### config.mk
export PLATFORM = sky130hd
export DESIGN_NAME = bids22_cmd_sequencer
export DESIGN_NICKNAME = d
export VERILOG_FILES = /design/src/rtl/bids22_cmd_sequencer.sv
export SDC_FILE = /design/constraint.sdc
export NUM_CORES = 1
export LEC_CHECK = 0
export BUFFER_PORTS_ARGS = -buffer_cell sky130_fd_sc_hd__buf_2
export CORE_ASPECT_RATIO = 0.75
export CORE_MARGIN = 2
export CORE_UTILIZATION = 50
export DETAILED_ROUTE_END_ITERATION = 7
export GPL_TIMING_DRIVEN = 0
export PLACE_DENSITY = 0.74
export RECOVER_POWER = 25
export SYNTH_ARGS = -nofsm -noshare
export SYNTH_HDL_FRONTEND = slang
export SYNTH_SLANG_ARGS = --single-unit
### constraint.sdc
create_clock -name clk -period 3.3 [get_ports clk]
set_clock_uncertainty 0.05 [all_clocks]
set_input_delay 0.66 -clock clk [delete_from_list [all_inputs] [get_ports clk]]
set_output_delay 0.66 -clock clk [all_outputs]
set_load 0.02 [all_outputs]
### src/rtl/bids22_cmd_sequencer.sv
// bids22_cmd_sequencer: queues host commands and issues them one at a time to the BIDS22 controller, returning one response per command
module bids22_cmd_sequencer #(
  parameter int DEPTH   = 4,
  parameter int TIMEOUT = 64
) (
  input  logic                     clk,
  input  logic                     reset,
  input  logic                     cmd_valid,
  output logic                     cmd_ready,
  input  logic [3:0]               cmd_op,
  input  logic [31:0]              cmd_data,
  output logic [3:0]               C_op,
  output logic [31:0]              C_data,
  output logic                     C_start,
  input  logic                     bids_ready,
  input  logic [2:0]               bids_err,
  output logic                     rsp_valid,
  output logic [3:0]               rsp_op,
  output logic [2:0]               rsp_err,
  output logic                     rsp_illegal,
  output logic                     rsp_timeout,
  output logic [$clog2(DEPTH):0]   fifo_count
);
  localparam int AW = $clog2(DEPTH);
  localparam int TW = $clog2(TIMEOUT + 1);
  localparam logic [AW:0]   FULL  = (AW + 1)'(DEPTH);
  localparam logic [TW-1:0] TLAST = TW'(TIMEOUT - 1);
  typedef enum logic [1:0] {IDLE, ISSUE, CAPTURE, DROP} state_t;
  state_t        state;
  logic [35:0]   mem [DEPTH];
  logic [AW-1:0] wr_ptr, rd_ptr;
  logic [TW-1:0] wait_cnt;
  logic          drop_illegal;
  logic [3:0]    head_op;
  logic [31:0]   head_data;
  logic          push, pop;
  assign cmd_ready = fifo_count != FULL;
  assign push = cmd_valid && cmd_ready;
  assign pop = state == ISSUE || state == DROP;
  assign {head_op, head_data} = mem[rd_ptr];
  // command storage, written on every accepted push
  always_ff @(posedge clk)
    if (push) mem[wr_ptr] <= {cmd_op, cmd_data};
  // FIFO pointers and occupancy; simultaneous push and pop leave the count unchanged
  always_ff @(posedge clk)
    if (reset) begin
      wr_ptr <= '0;
      rd_ptr <= '0;
      fifo_count <= '0;
    end else begin
      if (push) wr_ptr <= wr_ptr + AW'(1);
      if (pop) rd_ptr <= rd_ptr + AW'(1);
      fifo_count <= fifo_count + (AW + 1)'(push) - (AW + 1)'(pop);
    end
  // issue FSM: controller strobe is registered on entry to ISSUE, responses one cycle after CAPTURE or DROP
  always_ff @(posedge clk)
    if (reset) begin
      state <= IDLE;
      wait_cnt <= '0;
      drop_illegal <= 1'b0;
      C_start <= 1'b0;
      C_op <= '0;
      C_data <= '0;
      rsp_valid <= 1'b0;
      rsp_op <= '0;
      rsp_err <= '0;
      rsp_illegal <= 1'b0;
      rsp_timeout <= 1'b0;
    end else begin
      C_start <= 1'b0;
      C_op <= '0;
      C_data <= '0;
      rsp_valid <= 1'b0;
      case (state)
        IDLE:
          if (fifo_count == '0) wait_cnt <= '0;
          else if (head_op > 4'd9) begin
            drop_illegal <= 1'b1;
            wait_cnt <= '0;
            state <= DROP;
          end else if (bids_ready) begin
            wait_cnt <= '0;
            C_start <= 1'b1;
            C_op <= head_op;
            C_data <= head_data;
            state <= ISSUE;
          end else if (wait_cnt == TLAST) begin
            drop_illegal <= 1'b0;
            wait_cnt <= '0;
            state <= DROP;
          end else wait_cnt <= wait_cnt + TW'(1);
        ISSUE: begin
          rsp_op <= head_op;
          state <= CAPTURE;
        end
        CAPTURE: begin
          rsp_valid <= 1'b1;
          rsp_err <= bids_err;
          rsp_illegal <= 1'b0;
          rsp_timeout <= 1'b0;
          state <= IDLE;
        end
        DROP: begin
          rsp_valid <= 1'b1;
          rsp_op <= head_op;
          rsp_err <= '0;
          rsp_illegal <= drop_illegal;
          rsp_timeout <= !drop_illegal;
          state <= IDLE;
        end
        default: state <= IDLE;
      endcase
    end
endmodule

---- Yosys cells after proc, flatten, opt, wreduce, memory -nomap -nowiden ----
Memory sizes are Yosys's and may differ from the RTL's. A register that Yosys moved wholly into a read port is not among the register bits.
Index checks and enable logic that the tools add are counted.
operators by class
  $add $sub $neg .......................... 5
  bitwise gates (word level) .............. 3
  equal/unequal tests ..................... 8
  multiplexer cells ....................... 21
  multiply operators ...................... 0
  reductions and logical operators ........ 13
  order comparisons ....................... 1
  divide/modulo/power cells ............... 0
  shift operators ......................... 0
operator list
  operator                                              number
  two-way mux 7 bit                                     4
  two-way mux 2 bit                                     6
  adder 7 x 1 -> 7 bit, second input constant           1
  == test 7 x 6 -> 1 bit, second input constant         1
  two-way mux 1 bit                                     7
  one-hot mux 2 bit (3 select lines)                    1
  one-hot mux 3 bit (2 select lines)                    1
  OR reduction 5 bit                                    1
  adder 2 x 1 -> 2 bit, second input constant           2
  == test 2 bit, second input constant                  2
  greater-than comparator 4 bit, second input constant  1
  != test 4 bit, second input constant                  1
  one-hot mux 1 bit (2 select lines)                    2
  AND reduction 4 bit                                   1
  nonzero test 2 bit                                    2
  OR reduction 2 bit                                    2
  OR reduction 4 bit                                    1
  adder 3 x 1 -> 3 bit                                  1
  zero test 3 bit                                       1
  != test 3 bit, second input constant                  1
  inverter 1 bit                                        3
  subtractor 3 x 1 -> 3 bit                             1
  == test 2 x 1 -> 1 bit, second input constant         1
  zero test 2 bit                                       1
  6 further kinds                                       6
word-level totals
  output and inout bits ................... 51
  memories kept ........................... 1
  bits in latches ......................... 0
  ROM bits ................................ 0
  bits of input ports ..................... 43
  bits in registers ....................... 64
  bits in writable memories ............... 144
  word-level logic and storage cells ...... 66
memory list
  memory  depth  bits a word  rd ports  clocked after memory_dff  write ports  RTL line  RTL
  mem     4      36           1         1                         1            30        logic [35:0] mem [DEPTH];

---- Logic depth before layout (Yosys ltp) ----
  word-level depth ........................ 6
  gate-level depth with buffers ........... 11
  gate-level depth less buffers ........... 11

---- Worst setup path after synthesis ----
No wires, ideal clock.
  path type ............................... register to register
  start point ............................. reg fifo_count[2]
  end point ............................... reg fifo_count[2]
  stages on the path, launching flop included .. 12
  buffers on the path ..................... 0
  required time ........................... 3.122 ns
  library setup time ...................... 0.128 ns
  arrival ................................. 2.419 ns
  slack ................................... 0.703 ns
  cells stage by stage .................... dfxtp_1 or3b_1 and2_1 inv_1 ha_1 inv_1 ha_1 inv_1 fa_1 xor2_1 xnor2_1 nor2_1
between the ends
  cells in the longest elaborated chain, start to end .. 4
ends and longest elaborated chain
  what                       RTL line  RTL
  start: declaration         22        output logic [$clog2(DEPTH):0] fifo_count
  start signal: assignment   53        fifo_count <= fifo_count + (AW + 1)'(push) - (AW + 1)'(pop);
  != test 3 bit              37        assign cmd_ready = fifo_count != FULL;
  via cmd_ready              9         output logic cmd_ready,
  logical AND 1 bit          38        assign push = cmd_valid && cmd_ready;
  adder 3 x 1 -> 3 bit       53
  subtractor 3 x 1 -> 3 bit  53
The timed path passes the listed nets, and every way through them passes these cells.
A chain may end at the register's enable or synchronous reset.

---- Worst setup path in the final report ----
  start point ............................. reg fifo_count[2]
  end point ............................... reg fifo_count[2]
between the ends
  cells in the longest elaborated chain, start to end .. 4
ends and longest elaborated chain
  what                         RTL line
  != test 3 bit                37
  logical AND 1 bit            38
  adder 3 x 1 -> 3 bit *       53
  subtractor 3 x 1 -> 3 bit *  53
Mark *: on every way between the ends. The rest lies on a longest branch, timed or not.

==> flow_summary_export.csv <==
group,metric,value,unit
run_status,status,"completed",
worst_setup_path,worst_r2r_endpoint,"fifo_count[2]",
timing,holdWs,0.344,ns
logic_synthesis,synth_ff_type,"edfxtp_1",
cells_and_area,area_delta_synth_final,18.6,%
floorplanning,die-area,0.0161,mm^2
logic_synthesis,synth_area_leader_cell,"edfxtp_1",
timing,rsz0062_at_grt,"false",
clocking,holdBufCountCts,0,
power_and_ir_drop,p_leak,3.20,nW
logic_synthesis,synth_top_area_share,57.2,%
timing,setup_viol,0,
worst_setup_path,cp_data_required_time,3.60,ns
logic_synthesis,synth_area_leaders,"edfxtp_1 57%, dfxtp_1 17%, mux4_2 11%, nor2b_1 2.5%, ha_1 1.2%",
worst_setup_path,endpoint_kind,"flip-flop",
routing,ant_nets,0,
power_and_ir_drop,clock_power_share,31.9,%
clocking,insertion_delay,0.49,ns
power_and_ir_drop,power_frac_comb,21.1,%
place,place_congestion,0.856,
routing,avgRoutedWirePerCell,18.2,um
clocking,cts-root-buf,"clkbuf_16",
worst_hold_path,whs_path_depth,1,
floorplanning,start_util,51.6,%
cells_and_area,layout_commonest_cell,"edfxtp_1",
worst_setup_path,crit_fanout,6,
routing,num_vias,3952,
logic_synthesis,synth.yosys.seq_area_share,74.7,%
routing,drt-total-wl,13700,um
worst_hold_path,hold_path_end,"mem[0][33]",
logic_synthesis,synth-edff-count,144,
clocking,clk_pin_slew,0.06,ns
cells_and_area,drive_above_1_share,29.3,%
worst_setup_path,worst_path_largest_cell_delay,0.45,ns
clocking,cts.repair.resized,0,
worst_setup_path,crit_path_frequent_cell,"inv_1",
clocking,htreeDepth,1,
clocking,clock-sinks,210,
routing,drt_iter0_markers,306,
logic_synthesis,async_flop_share,0,%
logic_synthesis,netlist_area,0.00756,mm^2
routing,firstDrtPassIters,4,
timing,hold_viol_final,0,
global_routing,grt_overflow_total,0,
worst_setup_path,rr_worst_depth,11,
timing,timing.final.crit_share,77.0,%
global_routing,grt_max_degree,34,
power_and_ir_drop,p_per_area,772,mW/mm^2
worst_setup_path,cp-start-kind,"flip-flop",
floorplanning,fp-row-count,38,
timing,max_clock_freq,394,MHz
power_and_ir_drop,ir_worst_vdd,0.000447,V
timing,max-slew-margin-rel,48.9,%
floorplanning,io_pins,94,
cells_and_area,fill_cells,1144,
logic_synthesis,syn_avg_cell_area,18.0,um^2
worst_setup_path,cp_slowest_cell,"or3b_1",
place,dp_slack,0.766,ns
worst_setup_path,r2r_start,"fifo_count[2]",
power_and_ir_drop,swShare,26.4,%
power_and_ir_drop,internal-power,0.00509,W
cells_and_area,final_cell_mix,"144 x edfxtp_1, 69 x buf_2, 66 x dfxtp_1",
timing,period_minus_slack,2.54,ns
logic_synthesis,yosys_warnings,0,
timing,setup_tns,0,ns
worst_hold_path,hold_path.class,"input pin to flip-flop",
place,dp_hpwl,8460,um
global_routing,grt_usage,16.7,%
power_and_ir_drop,finalPower,0.00692,W
routing,vias_per_cell,5.24,
place,numPortBuffers,92,
floorplanning,dieHeight,111,um
logic_synthesis,synthCells,419,
logic_synthesis,synth_cell_types,42,
global_routing,grt_pass1_wl,21000,um
cells_and_area,nets,589,
floorplanning,dieWidth,146,um
global_routing,grt_pass1_vias,3951,
worst_setup_path,crit_type,"flip-flop to flip-flop",
timing,finalMaxSlewViolations,0,
routing,drc,0,
worst_setup_path,arrival,2.84,ns
timing,tightest_slew,0.760,ns
worst_hold_path,hold_start,"cmd_op[1]",
timing,final.setup.worst_slack,0.760,ns
clocking,clockBufferDepth,3,
global_routing,antenna_found_initial,1,
power_and_ir_drop,power_switching,0.00183,W
floorplanning,core-area,0.0146,mm^2
clocking,numCtsBuffers,21,
flow_run,maxCapViolCount,0,
worst_setup_path,worstPathCellList,"or3b_1 > and2_1 > inv_1 > ha_1 > inv_1 > ha_1 > inv_1 > fa_1 > xor2_1 > xnor2_1 > nor2_1",
clocking,cts_tree,"yes",
worst_setup_path,r2r_slack,0.76,ns
clocking,cts_setup_buffers,0,
logic_synthesis,syn_nets,470,
power_and_ir_drop,power_frac_seq,47.0,%
logic_synthesis,synth_seq_cells,210,
cell usage after synthesis (2+ instances only):
cell and n:
edfxtp_1 144, dfxtp_1 66, mux4_2 36, nor2b_1 30
nor2_1 21, a21oi_1 12, clkbuf_1 11, inv_1 11
nor2b_2 10, nand2_1 9, ha_1 7, nand3_1 7
and3_1 5, buf_6 5, mux2i_1 4, nor3_1 4
and2_1 3, buf_2 3, xnor2_1 3, a31oi_1 2
a41oi_1 2, nand2b_1 2, nand3b_1 2, xor2_1 2
worst max-delay path, delay by kind of cell (launching register included):
family | cells | cell delay (ns)
fa+ha+maj | 3 | 0.73
flops | 1 | 0.38
xor+xnor | 2 | 0.33
simple gates | 3 | 0.73
buf+inv | 3 | 0.20
how the worst max path moves through the flow:
stage,start,endpoint,slack [ns],cells past startpoint
3_5_place_dp,fifo_count[2],fifo_count[2],0.77,11
5_1_grt,fifo_count[2],fifo_count[2],0.61,11
3_3_place_gp,cmd_valid,mem[1][17],0.51,2
2_1_floorplan,fifo_count[2],fifo_count[2],0.70,11
6_report,fifo_count[2],fifo_count[2],0.76,11
4_1_cts,fifo_count[2],fifo_count[2],0.75,11
cell type report:
class / instances / area (um^2) / share of cell area [%]
buffer: 20 / 116 / 1.30
multi-input combinational: 178 / 1760 / 19.7
sequential: 210 / 5650 / 62.9
clock inverter: 9 / 76.3 / 0.851
clock buffer: 29 / 566 / 6.30
timing repair buffer: 96 / 508 / 5.66
tap: 200 / 250 / 2.79
inverter: 11 / 41.3 / 0.460
antenna: 1 / 2.50 / 0.0279
sequential cells by signal (all words and copies together), names as in the netlist, 2 cells and up, named ones only:
register and cells:
rsp_op 4, wr_ptr 2, C_data 32, rsp_err 3, fifo_count 3, state 2, rd_ptr 2, wait_cnt 7
C_op 4, mem 144
power by group through the flow:
| stage | Clock [W] | Combinational (W) | Sequential (W) |
|---|---|---|---|
| 2_1_floorplan | 0 | 0.000945 | 0.00342 |
| 3_3_place_gp | 0 | 0.00140 | 0.00331 |
| 3_5_place_dp | 0 | 0.00148 | 0.00331 |
| 4_1_cts | 0.00226 | 0.00149 | 0.00326 |
| 5_1_grt | 0.00236 | 0.00158 | 0.00328 |
| 6_report | 0.00221 | 0.00146 | 0.00326 |
metal layers:
metal | part of all wire (%) | GRT usage (%) | up-vias | wire length [um]
met3 | 6.3 | 4.55 | 19 | 863
met4 | 1.5 | 3.50 | 0 | 204
met2 | 48 | 27.5 | 119 | 6610
met1 | 44 | 22.7 | 1990 | 6020
li1 | - | - | 1824 | -
met5 | 0 | 0 | - | 0
stage by stage:
step	cells	util (%)	area, um^2
2_1_floorplan	419	-	7560
3_3_place_gp	711	56.5	8270
3_5_place_dp	715	57.1	8360
4_1_cts	753	61.5	9000
5_1_grt	753	61.2	8970
6_report	754	61.3	8970
cell families after synthesis:
kind of cell               synth area share, %
DFF                                       74.7
and+or+nand+nor                           7.79
muxes                                     11.3
buffers and inverters                     2.08
AOI/OAI and AO/OA                         2.22
adders and majority gates                 1.42
xor gates and xnor gates                 0.579
Note: power is estimated with default switching activity, not from simulation.
